## config.mk

```make
export PLATFORM = sky130hd
export DESIGN_NAME = ysyx_24100029_bpu_upd_ctrl
export DESIGN_NICKNAME = d
export VERILOG_FILES = /design/src/rtl/ysyx_24100029_bpu_pkg.sv /design/src/rtl/ysyx_24100029_bpu_upd_fifo.sv /design/src/rtl/ysyx_24100029_bpu_upd_ctrl.sv
export SDC_FILE = /design/constraint.sdc
export NUM_CORES = 1
export LEC_CHECK = 0
export CAP_MARGIN = 40
export CELL_PAD_IN_SITES_DETAIL_PLACEMENT = 2
export CELL_PAD_IN_SITES_GLOBAL_PLACEMENT = 2
export CORE_MARGIN = 4
export CORE_UTILIZATION = 25
export DETAILED_ROUTE_END_ITERATION = 8
export PLACE_DENSITY_LB_ADDON = 0.1
export SYNTH_ARGS = -nofsm -noshare
export SYNTH_HDL_FRONTEND = slang
export SYNTH_SLANG_ARGS = --single-unit
```

## constraint.sdc

```tcl
create_clock -name clock -period 2.2 [get_ports clock]
set_clock_uncertainty 0.15 [all_clocks]
set_input_delay 0.44 -clock clock [delete_from_list [all_inputs] [get_ports clock]]
set_output_delay 0.44 -clock clock [all_outputs]
set_load 0.05 [all_outputs]
```

## src/rtl/ysyx_24100029_bpu_pkg.sv

```systemverilog
// Shared types for the BPU update controller: branch type codes, FSM states, update record.
package ysyx_24100029_bpu_pkg;

  localparam logic [1:0] BR_TYPE_PLAIN = 2'b00;
  localparam logic [1:0] BR_TYPE_CALL  = 2'b01;
  localparam logic [1:0] BR_TYPE_RET   = 2'b10;

  typedef enum logic [1:0] {
    INIT  = 2'd0,
    RUN   = 2'd1,
    DRAIN = 2'd2
  } upd_state_e;

  // One resolved-branch record as buffered between execute and the BPU commit port.
  typedef struct packed {
    logic        is_taken;
    logic [31:0] pc;
    logic [1:0]  pc_type;
    logic [31:0] npc;
    logic        mispred;
  } br_upd_t;

endpackage : ysyx_24100029_bpu_pkg

```

## src/rtl/ysyx_24100029_bpu_upd_fifo.sv

```systemverilog
// Synchronous FIFO of update records; head is visible combinationally from storage.
module ysyx_24100029_bpu_upd_fifo
  import ysyx_24100029_bpu_pkg::*;
#(
  parameter int unsigned DEPTH = 4
) (
  input  logic                     clk,
  input  logic                     rst_n,
  input  logic                     push,
  input  br_upd_t                  push_data,
  input  logic                     pop,
  output br_upd_t                  head_c,
  output logic                     full_c,
  output logic [$clog2(DEPTH):0]   count_q
);

  localparam int unsigned PTR_W = $clog2(DEPTH);
  localparam int unsigned CNT_W = PTR_W + 1;

  br_upd_t          mem_q [DEPTH];
  br_upd_t          mem_d [DEPTH];
  logic [PTR_W-1:0] wr_ptr_q, wr_ptr_d;
  logic [PTR_W-1:0] rd_ptr_q, rd_ptr_d;
  logic [CNT_W-1:0] count_d;
  logic             do_push;
  logic             do_pop;

  assign full_c = (count_q == CNT_W'(DEPTH));
  assign head_c = mem_q[rd_ptr_q];

  // Next-state for storage, pointers and occupancy; guards ignore push-when-full / pop-when-empty.
  always_comb begin
    mem_d    = mem_q;
    wr_ptr_d = wr_ptr_q;
    rd_ptr_d = rd_ptr_q;
    count_d  = count_q;
    do_push  = push & ~full_c;
    do_pop   = pop & (count_q != '0);
    if (do_push) begin
      mem_d[wr_ptr_q] = push_data;
      wr_ptr_d        = wr_ptr_q + PTR_W'(1);
    end
    if (do_pop) begin
      rd_ptr_d = rd_ptr_q + PTR_W'(1);
    end
    case ({do_push, do_pop})
      2'b10:   count_d = count_q + CNT_W'(1);
      2'b01:   count_d = count_q - CNT_W'(1);
      default: count_d = count_q;
    endcase
  end

  // Storage is cleared on reset so the commit fields read zero until the first push.
  always_ff @(posedge clk or negedge rst_n) begin
    if (!rst_n) begin
      for (int i = 0; i < int'(DEPTH); i++) begin
        mem_q[i] <= '0;
      end
      wr_ptr_q <= '0;
      rd_ptr_q <= '0;
      count_q  <= '0;
    end else begin
      mem_q    <= mem_d;
      wr_ptr_q <= wr_ptr_d;
      rd_ptr_q <= rd_ptr_d;
      count_q  <= count_d;
    end
  end

endmodule : ysyx_24100029_bpu_upd_fifo

```

## src/rtl/ysyx_24100029_bpu_upd_ctrl.sv

```systemverilog
// BPU update scheduler: buffers resolved branches, replays them to the BPU, and sweeps tables.
module ysyx_24100029_bpu_upd_ctrl
  import ysyx_24100029_bpu_pkg::*;
#(
  parameter int unsigned DEPTH           = 4,
  parameter int unsigned SWEEP_IDX_WIDTH = 5,
  parameter int unsigned CNT_WIDTH       = 32
) (
  input  logic                       clock,
  input  logic                       reset,
  input  logic                       ex_valid,
  output logic                       ex_ready,
  input  logic                       ex_is_taken,
  input  logic [31:0]                ex_pc,
  input  logic [1:0]                 ex_pc_type,
  input  logic [31:0]                ex_npc,
  input  logic                       ex_mispred,
  input  logic                       hold,
  input  logic                       sweep_req,
  output logic                       br_valid,
  output logic                       br_is_taken,
  output logic [31:0]                br_pc,
  output logic [1:0]                 br_pc_type,
  output logic [31:0]                br_npc,
  output logic                       sweep_en,
  output logic [SWEEP_IDX_WIDTH-1:0] sweep_idx,
  output logic                       bpu_busy,
  output logic [CNT_WIDTH-1:0]       upd_cnt,
  output logic [CNT_WIDTH-1:0]       mispred_cnt
);

  localparam int unsigned FIFO_CNT_W = $clog2(DEPTH) + 1;

  upd_state_e                 state_q, state_d;
  logic [SWEEP_IDX_WIDTH-1:0] sweep_idx_q, sweep_idx_d;
  logic [CNT_WIDTH-1:0]       upd_cnt_q, upd_cnt_d;
  logic [CNT_WIDTH-1:0]       mispred_cnt_q, mispred_cnt_d;

  br_upd_t                    push_rec;
  br_upd_t                    head_rec;
  logic                       fifo_full;
  logic                       fifo_empty;
  logic [FIFO_CNT_W-1:0]      fifo_count;
  logic                       push;
  logic                       pop;

  assign push_rec = '{is_taken: ex_is_taken, pc: ex_pc, pc_type: ex_pc_type,
                      npc: ex_npc, mispred: ex_mispred};
  assign fifo_empty = (fifo_count == '0);
  assign push       = ex_valid & ex_ready;
  assign pop        = br_valid;

  ysyx_24100029_bpu_upd_fifo #(
    .DEPTH (DEPTH)
  ) u_fifo (
    .clk       (clock),
    .rst_n     (reset),
    .push      (push),
    .push_data (push_rec),
    .pop       (pop),
    .head_c    (head_rec),
    .full_c    (fifo_full),
    .count_q   (fifo_count)
  );

  assign br_is_taken = head_rec.is_taken;
  assign br_pc       = head_rec.pc;
  assign br_pc_type  = head_rec.pc_type;
  assign br_npc      = head_rec.npc;
  assign sweep_idx   = sweep_idx_q;
  assign upd_cnt     = upd_cnt_q;
  assign mispred_cnt = mispred_cnt_q;

  // FSM next-state and handshake outputs; everything here depends on registers plus hold/sweep_req.
  always_comb begin
    state_d     = state_q;
    sweep_idx_d = '0;
    ex_ready    = 1'b0;
    br_valid    = 1'b0;
    sweep_en    = 1'b0;
    bpu_busy    = 1'b1;
    case (state_q)
      INIT: begin
        sweep_en    = 1'b1;
        sweep_idx_d = sweep_idx_q + SWEEP_IDX_WIDTH'(1);
        if (&sweep_idx_q) begin
          state_d = RUN;
        end
      end
      RUN: begin
        bpu_busy = 1'b0;
        ex_ready = ~fifo_full;
        br_valid = ~fifo_empty & ~hold;
        if (sweep_req) begin
          state_d = DRAIN;
        end
      end
      DRAIN: begin
        br_valid = ~fifo_empty & ~hold;
        if (fifo_empty) begin
          state_d = INIT;
        end
      end
      default: begin
        state_d = INIT;
      end
    endcase
  end

  // Saturating statistics over issued updates.
  always_comb begin
    upd_cnt_d     = upd_cnt_q;
    mispred_cnt_d = mispred_cnt_q;
    if (pop) begin
      if (upd_cnt_q != '1) begin
        upd_cnt_d = upd_cnt_q + CNT_WIDTH'(1);
      end
      if (head_rec.mispred && (mispred_cnt_q != '1)) begin
        mispred_cnt_d = mispred_cnt_q + CNT_WIDTH'(1);
      end
    end
  end

  // State, sweep index and counters.
  always_ff @(posedge clock or negedge reset) begin
    if (!reset) begin
      state_q       <= INIT;
      sweep_idx_q   <= '0;
      upd_cnt_q     <= '0;
      mispred_cnt_q <= '0;
    end else begin
      state_q       <= state_d;
      sweep_idx_q   <= sweep_idx_d;
      upd_cnt_q     <= upd_cnt_d;
      mispred_cnt_q <= mispred_cnt_d;
    end
  end

endmodule : ysyx_24100029_bpu_upd_ctrl

```

==> flow_metrics.env <==
export IMPL_hpwlAfterDp_um=31000
export IMPL_finalSetupViolations=380
export IMPL_setup_ws_ns=-0.509
export IMPL_maxSlewViolCount=0
export IMPL_p_leak_nw=11.7
export IMPL_ys_warn_count=0
export IMPL_rsz0062_at_grt="true"
export IMPL_syn_inst=1021
export IMPL_fp_dieW_um=258
export IMPL_layout_drive_gt1_share=0.559
export IMPL_grt_overflow_total=0
export IMPL_ios=213
export IMPL_clockBufferDepth=3
export IMPL_core_um2=61700
export IMPL_crit_chain="buf_6, buf_12, buf_16, mux4_2, buf_6"
export IMPL_grt_first_pass_wirelength_um=74500
export IMPL_crit_type="register to primary output"
export IMPL_endpoint="br_npc[27]"
export IMPL_wl_per_cell_um=23.7
export IMPL_netlist_area_um2=15600
export IMPL_post_synth_cell_area_avg_um2=15.3
export IMPL_grt_pass1_vias=11700
export IMPL_die_h_um=258
export IMPL_grt_usage=0.143
export IMPL_drtIter0Drc=345
export IMPL_peakVddDrop_uv=796
export IMPL_hold_class="primary input to asynchronous set/reset pin"
export IMPL_ys_seq_area_frac=0.562
export IMPL_status="finished with violations"
export IMPL_clk_pin_slew_worst_paths_ns=0.06
export IMPL_synth_top_cell_area_share=0.562
export IMPL_grt_antenna_before_repair=0
export IMPL_cts_buffers=44
export IMPL_cp_arrival_ns=2.12
export IMPL_crit_reg2reg_launch="u_fifo.rd_ptr_q[0]$_DFFE_PN0P_"
export IMPL_ys_seq_elements=350
export IMPL_critPathSlowestCell="dfrtp_4"
export IMPL_cts_tree="done"
export IMPL_dieArea_um2=66400
export IMPL_grt_max_degree=55
export IMPL_crit_family="buffers and inverters"
export IMPL_layout_common_cells="324 x dfrtp_1, 263 x mux2_4, 141 x buf_4, 71 x clkdlybuf4s50_1, 68 x mux4_2"
export IMPL_port_buffers=212
export IMPL_start_kind="register"
export IMPL_root_buffer="clkbuf_16"
export IMPL_async_flop_share=1.00
export IMPL_start_util=0.253
export IMPL_hold_violations=0
export IMPL_critical_path_startpoint="u_fifo.rd_ptr_q[0]$_DFFE_PN0P_"
export IMPL_clk_latency_ns=0.56
export IMPL_cp_max_fo=7
export IMPL_fin_crit_sh=1.23
export IMPL_gp_congestion=0.702
export IMPL_maxCapViolCount=0
export IMPL_viasPerCell=4.52
export IMPL_path_common_cell="buf_6"
export IMPL_syn_num_nets=1108
export IMPL_maxSlewHeadroom=0.536
export IMPL_path_buf_inv=4
export IMPL_cts_sinks=350
export IMPL_fill_cells=6040
export IMPL_violations="negative setup slack"
export IMPL_r2r_end="mispred_cnt[1]$_DFFE_PN0P_"
export IMPL_yosysUniqueCellTypes=49
export IMPL_vias=10300
export IMPL_yosysTopAreaCell="dfrtp_1"
export IMPL_path_depth=5
export IMPL_critPathCaptureType="primary output"
export IMPL_p_total_mw=34.6
export IMPL_synth_top_flop_cell="dfrtp_1"
export IMPL_syn2layout_area_growth_pct=54.5
export IMPL_num_rows=91
export IMPL_crit_required_ns=1.61
export IMPL_final_antenna_net_count=0
export IMPL_synth_area_top_cells="dfrtp_1 56%, mux2_1 20%, mux4_2 9.8%, xnor2_1 2.3%, xor2_1 1.3%"
export IMPL_powerDensity_nw_per_um2=1440
export IMPL_finalSetupTns_ns=-61.55
export IMPL_htreeDepth=2
export IMPL_worstMarginPinSlew_ns=0.693
export IMPL_diodes=0
export IMPL_synth_edf_count=0
export IMPL_r2r_cells=9
export IMPL_worst_r2r_setup_slack_ns=-0.31
export IMPL_cpPeakStageDelay_ns=0.50
export IMPL_max_freq_mhz=369
export IMPL_drtPass1Iterations=4
export IMPL_drc=0
export IMPL_final_common_cell="dfrtp_1"
export IMPL_final_nets=1500
export IMPL_fin_crit_ns=2.71
export IMPL_routed_wirelength_um=54100
-- per-layer routing --
layer / up-vias / track usage / wire length, um
met1: 5593 / 0.186 / 24400
li1: 4552 / - / -
met2: 137 / 0.249 / 27300
met5: - / 0 / 0
met4: 0 / 0.0301 / 663
met3: 48 / 0.0287 / 1760
-- cell type report --
type	count	area (um^2)	area share
Timing Repair Buffer	391	4640	0.193
Tap cell	837	1050	0.0435
Inverter	15	73.8	0.00307
Clock buffer	67	1320	0.0548
Clock inverter	14	103	0.00426
Multi-Input combinational cell	611	8110	0.337
Sequential cell	350	8800	0.365
-- cells in the mapped netlist, types with 3 or more instances --
library cell	n
xnor2_1	41
nand4_1	19
and2_1	6
and4_1	3
nand2_2	4
and3_1	11
nor2_1	20
buf_2	27
xor2_1	23
dfrtp_1	350
o21ai_0	3
nor3_2	3
clkbuf_1	9
buf_6	7
nand4_2	3
mux2_1	276
mux4_2	68
inv_1	14
buf_4	6
nor4_1	6
ha_1	13
nand3_1	29
nand2_1	33
nand4b_1	3
nor3_1	11
or3_1	3
-- worst min-delay path by stage --
stage           from                       endpoint  slack [ns]
5_1_grt        reset   u_fifo.mem_q[77]$_DFFE_PN0P_        0.30
3_3_place_gp   reset  u_fifo.mem_q[213]$_DFFE_PN0P_        0.30
2_1_floorplan  reset     mispred_cnt[0]$_DFFE_PN0P_      -0.006
6_report       reset   u_fifo.mem_q[77]$_DFFE_PN0P_        0.27
4_1_cts        reset  u_fifo.mem_q[213]$_DFFE_PN0P_        0.26
3_5_place_dp   reset  u_fifo.mem_q[213]$_DFFE_PN0P_        0.30
-- logic make-up (layout without fill, tap and decap cells) --
kind of cell	count (synthesis)	count (layout)	share of synthesized area
flops	350	350	0.562
mux	347	347	0.300
simple gates	166	171	0.0609
buf+inv	65	487	0.0226
xor+xnor	64	64	0.0360
compound gates	15	15	0.00746
fa+ha+maj	14	14	0.0117
-- state kept, by name, indices dropped and copies added (netlist names) --
name             cells
state_q              2
u_fifo.count_q       3
u_fifo.mem_q       272
upd_cnt             32
u_fifo.wr_ptr_q      2
u_fifo.rd_ptr_q      2
mispred_cnt         32
sweep_idx            5
-- stage by stage --
stage,instance area (um^2),hold WS [ns],utilization,worst slack (ns),cells
after global placement,19500,0.301,0.315,-0.289,2122
after detailed placement,19500,0.298,0.315,-0.302,2122
final,24100,0.271,0.390,-0.509,2285
after floorplan,15800,-0.00559,-,-0.211,1021
after CTS,22200,0.256,0.360,-0.553,2240
after global routing,24100,0.297,0.390,-0.573,2285
-- power breakdown --
part | switching [mW] | total (mW) | internal (mW)
clock | 2.91 | 7.16 | 4.25
combinational | 8.57 | 17.4 | 8.84
sequential | 1.29 | 10.0 | 8.71
-- what timing repair did --
action,CTS,global route
cloned,13,30
resized for setup,229,288
pin swaps,34,48
setup buffers,24,22
hold buffers,1,0
hold endpoints to repair,40,0
endpoints found under the setup margin,181,385
Power figures use the tool's default switching activity.
